`src/rtl/pipelined_subtractor_16bit.sv`:
```
// Two-stage pipelined subtractor: D = X + ~Y + 1, low part in stage 1, high part in stage 2.
// Optional macro SUB_SATURATE_EN clamps D to the signed range when V is set.
module pipelined_subtractor_16bit #(
    parameter int WIDTH = 16,
    parameter int SPLIT = 8
) (
    input  logic             Clk,
    input  logic             Rst_n,
    input  logic             in_valid,
    output logic             in_ready,
    input  logic [WIDTH-1:0] X,
    input  logic [WIDTH-1:0] Y,
    output logic             out_valid,
    input  logic             out_ready,
    output logic [WIDTH-1:0] D,
    output logic             Bout,
    output logic             V,
    output logic             Z
);
    localparam int HW = WIDTH - SPLIT;

    // Handshake: a transfer happens on a rising edge where valid and ready are
    // both high; ready depends only on pipeline occupancy and out_ready, never on in_valid.
    logic s1_valid;
    logic s2_valid;
    logic s1_take;
    logic s2_take;

    logic [SPLIT-1:0] s1_low;
    logic             s1_c;
    logic [HW-1:0]    s1_xh;
    logic [HW-1:0]    s1_yh;

    logic [SPLIT:0]   low_sum;
    logic [HW:0]      high_sum;
    logic [WIDTH-1:0] raw_d;
    logic [WIDTH-1:0] final_d;
    logic             x_msb;
    logic             y_msb;
    logic             raw_v;

    assign s2_take   = !s2_valid || out_ready;
    assign s1_take   = !s1_valid || s2_take;
    assign in_ready  = s1_take;
    assign out_valid = s2_valid;

    assign low_sum  = {1'b0, X[SPLIT-1:0]} + {1'b0, ~Y[SPLIT-1:0]} + {{SPLIT{1'b0}}, 1'b1};
    assign high_sum = {1'b0, s1_xh} + {1'b0, ~s1_yh} + {{HW{1'b0}}, s1_c};
    assign raw_d    = {high_sum[HW-1:0], s1_low};
    assign x_msb    = s1_xh[HW-1];
    assign y_msb    = s1_yh[HW-1];
    assign raw_v    = (x_msb != y_msb) && (raw_d[WIDTH-1] != x_msb);

`ifdef SUB_SATURATE_EN
    // Positive minus negative overflows upward, so clamp to the largest positive value.
    always_comb begin
        final_d = raw_d;
        if (raw_v) begin
            final_d = x_msb ? {1'b1, {(WIDTH-1){1'b0}}} : {1'b0, {(WIDTH-1){1'b1}}};
        end
    end
`else
    assign final_d = raw_d;
`endif

    always_ff @(posedge Clk or negedge Rst_n) begin
        if (!Rst_n) begin
            s1_valid <= 1'b0;
            s1_low   <= '0;
            s1_c     <= 1'b0;
            s1_xh    <= '0;
            s1_yh    <= '0;
        end else if (s1_take) begin
            s1_valid <= in_valid;
            if (in_valid) begin
                s1_low <= low_sum[SPLIT-1:0];
                s1_c   <= low_sum[SPLIT];
                s1_xh  <= X[WIDTH-1:SPLIT];
                s1_yh  <= Y[WIDTH-1:SPLIT];
            end
        end
    end

    always_ff @(posedge Clk or negedge Rst_n) begin
        if (!Rst_n) begin
            s2_valid <= 1'b0;
            D        <= '0;
            Bout     <= 1'b0;
            V        <= 1'b0;
            Z        <= 1'b0;
        end else if (s2_take) begin
            s2_valid <= s1_valid;
            if (s1_valid) begin
                D    <= final_d;
                Bout <= ~high_sum[HW];
                V    <= raw_v;
                Z    <= (final_d == '0);
            end
        end
    end

endmodule

```
`config.mk`:
```
export PLATFORM = sky130hd
export DESIGN_NAME = pipelined_subtractor_16bit
export DESIGN_NICKNAME = d
export VERILOG_FILES = /design/src/rtl/pipelined_subtractor_16bit.sv
export SDC_FILE = /design/constraint.sdc
export NUM_CORES = 1
export LEC_CHECK = 0
export ABC_AREA = 1
export BUFFER_PORTS_ARGS = -buffer_cell sky130_fd_sc_hd__clkbuf_2
export CAP_MARGIN = 20
export CORE_ASPECT_RATIO = 0.8
export CORE_UTILIZATION = 58
export DETAILED_ROUTE_END_ITERATION = 10
export PLACE_DENSITY = 0.95
export SLEW_MARGIN = 10
export SYNTH_ARGS = -nofsm -noshare
export SYNTH_HDL_FRONTEND = slang
export SYNTH_SLANG_ARGS = --single-unit
export TNS_END_PERCENT = 30
```
`constraint.sdc`:
```
create_clock -name Clk -period 5.9 [get_ports Clk]
set_input_delay 0.59 -clock Clk [delete_from_list [all_inputs] [get_ports Clk]]
set_output_delay 0.59 -clock Clk [all_outputs]
set_load 0.005 [all_outputs]
```
==> impl_metrics.env <==
export IMPL_synth_edf_count=0
export IMPL_cts_made_buffers=5
export IMPL_outcome="completed"
export IMPL_io_pins=57
export IMPL_num_antenna_cells=0
export IMPL_hold_viol_final=0
export IMPL_syn2layout_area_growth_pct=17.8
export IMPL_mappedNetlistArea_um2=2530
export IMPL_place_gp_congestion=0.837
export IMPL_reg2reg_depth=11
export IMPL_ys_flop_type="dfrtp_1"
export IMPL_crit_arrival_ps=2390
export IMPL_dpl_hpwl_um=3760
export IMPL_irDropWorstVdd_uv=160
export IMPL_placed_cell_area_um2=2840
export IMPL_timing_rr_start="s1_c$_DFFE_PN0P_"
export IMPL_synth_seq_area_share=0.455
export IMPL_yosysMostFrequentCell="nand2_1"
export IMPL_grt_max_degree=47
export IMPL_cts_max_level=2
export IMPL_synth_simple_gate_area_share=0.265
export IMPL_setup_tns_ps=0
export IMPL_synth_compound_area_share=0.0806
export IMPL_ys_seq_elements=46
export IMPL_power_leakage_uw=0.00169
export IMPL_synth_top_area_frac=0.455
export IMPL_clkTransAtPathRegs_ps=80
export IMPL_skew_ps=6.36
export IMPL_r2r_end="Z$_DFFE_PN0P_"
export IMPL_muxShareOfSynthArea=0
export IMPL_start_util=0.606
export IMPL_rsz0062_at_grt="no"
export IMPL_setup_violations=0
export IMPL_first_pass_iters=5
export IMPL_hold_path_class="in2async"
export IMPL_postRouteWirelength_um=5120
export IMPL_fp_dieW_um=75.8
export IMPL_rrSetupSlack_ps=3750
export IMPL_grt_overflow=0
export IMPL_grt_use_total=0.244
export IMPL_cts_hold_buf=0
export IMPL_grt_pass1_wl_um=8320
export IMPL_synth_xor_area_frac=0.0173
export IMPL_antenna_found_initial=0
export IMPL_cts_resized=0
export IMPL_nets=433
export IMPL_fin_hold_ws_ps=263
export IMPL_route_detailed_vias_per_inst=5.06
export IMPL_synth_largest_area_cell="dfrtp_1"
export IMPL_fin_area_um2=2980
export IMPL_ys_types=24
export IMPL_rows=21
export IMPL_required_ps=6140
export IMPL_cts_tree="done"
export IMPL_drt_wirelength_per_cell_um=11.7
export IMPL_drt_iter0_drc=147
export IMPL_final_cells=437
export IMPL_synth_top_family_by_area="simple AND/OR/NAND/NOR gates"
export IMPL_syn_inst=323
export IMPL_timing_slew_headroom=0.573
export IMPL_ys_async_sr_fraction=1.00
export IMPL_yosys_warnings=0
export IMPL_powerDensity_nw_per_um2=351
export IMPL_n_fill_cell=310
export IMPL_dp_cells=428
export IMPL_syn_area_per_cell_um2=7.83
export IMPL_grt_pass1_vias=1964
export IMPL_cap_viol_max_count=0
export IMPL_ant_nets=0
export IMPL_worst_setup_path_start_kind="register"
export IMPL_drive_gt1_frac=0.200
export IMPL_min_period_over_period=0.365
export IMPL_ys_top_cells_by_area="dfrtp_1 45%, nand2_1 17%, ha_1 7.4%"
export IMPL_worstMarginPinSlew_ps=638
export IMPL_die_h_um=61.1
export IMPL_core_um2=4180
export IMPL_io_buffers=56
export IMPL_critPathMaxFanout=3
export IMPL_post_route_min_period_ps=2150
export IMPL_fmax_mhz=465
export IMPL_synthTopCellsByCount="115 x nand2_1, 46 x dfrtp_1, 44 x inv_1, 19 x nor2_1, 19 x o21ai_0"
export IMPL_drv_slew=0
export IMPL_crit_type="reg2reg"
export IMPL_drc=0
export IMPL_synthAdderAreaFrac=0.0979
export IMPL_clockBufferDepth=2
export IMPL_postCtsSetupRepairBufs=0
export IMPL_syn_nets=377
export IMPL_die_area_um2=4630
export IMPL_vias=2210
export IMPL_cts_root_buf="clkbuf_8"
export IMPL_cp_end_kind="register"
export IMPL_worst_skew_pair_late_latency_ps=300
export IMPL_clock_sinks=46
final cells by class:
class | count | area (µm²) | share of cell area
Clock buffer | 6 | 72.6 | 0.0244
Clock inverter | 2 | 37.5 | 0.0126
Inverter | 46 | 173 | 0.0580
Multi-Input combinational cell | 223 | 1170 | 0.391
Sequential cell | 46 | 1150 | 0.386
Tap cell | 57 | 71.3 | 0.0239
Timing Repair Buffer | 57 | 308 | 0.103
flip-flops by register name (all words and copies together), names as in the netlist:
name,cells
V,1
Z,1
Bout,1
s1_c,1
out_valid,1
s1_yh,8
s1_xh,8
s1_low,8
D,16
s1_valid,1
layout by cell type (no fill, tap or decap):
cell / count
fa_1: 3
buf_16: 1
nand2_2: 4
xor2_1: 2
nand3_2: 2
xnor2_1: 3
inv_2: 2
nor3_1: 1
or2_2: 1
nand3_1: 16
nand2_1: 115
clkbuf_1: 1
a211oi_1: 1
o21ai_1: 3
o21ai_0: 19
a21oi_2: 2
or2_1: 1
dfrtp_1: 46
ha_1: 15
clkbuf_8: 5
a31oi_1: 4
nor2_1: 19
inv_1: 44
clkbuf_2: 56
a21oi_1: 7
nand4_1: 4
clkinvlp_4: 1
bufinv_16: 1
o21ai_2: 1
metrics by stage:
step,util,worst slack (ps),power [µW]
after floorplan,-,4030,683
after global placement,0.680,3800,793
after detailed placement,0.680,3740,813
after CTS,0.706,3780,1040
after global routing,0.713,3610,1130
final,0.713,3750,1050
logic make-up after synthesis:
logic type	after synthesis
xor+xnor	5
compound gates	37
simple gates	163
flops	46
fa+ha+maj	18
buf+inv	54
worst max path at each step:
stage                           from                    end  cells after the start
finish              s1_c$_DFFE_PN0P_          Z$_DFFE_PN0P_                     11
global route        s1_c$_DFFE_PN0P_          Z$_DFFE_PN0P_                     11
CTS                 s1_c$_DFFE_PN0P_          Z$_DFFE_PN0P_                     11
detailed placement         out_ready  s1_low[6]$_DFFE_PN0P_                      7
global placement           out_ready  s1_low[6]$_DFFE_PN0P_                      7
floorplan           s1_c$_DFFE_PN0P_          Z$_DFFE_PN0P_                     11
worst max-delay path, cell delays in order, from the launching register on:
cell and delay [ps]:
dfrtp_1 340, inv_1 60, fa_1 420, inv_1 140, fa_1 440, nor3_1 150, nand2_1 80, nor2_1 120
nand3_1 80, nor2_1 100, nand2_1 90, nand2_1 60
power by group:
| part | internal [µW] | leakage, µW | switching [µW] |
|---|---|---|---|
| combinational | 150 | 0.00108 | 217 |
| sequential | 399 | 0.000559 | 50.3 |
| clock | 126 | 0.0000514 | 103 |
| total | 675 | 0.00169 | 371 |
layer usage:
metal	vias to the layer above	wire, µm	global-route usage
met2	94	2270	0.383
li1	1125	-	-
met3	20	367	0.0556
met4	0	123	0.0899
met5	-	0	0
met1	971	2360	0.334
(Power assumes the default switching activity.)
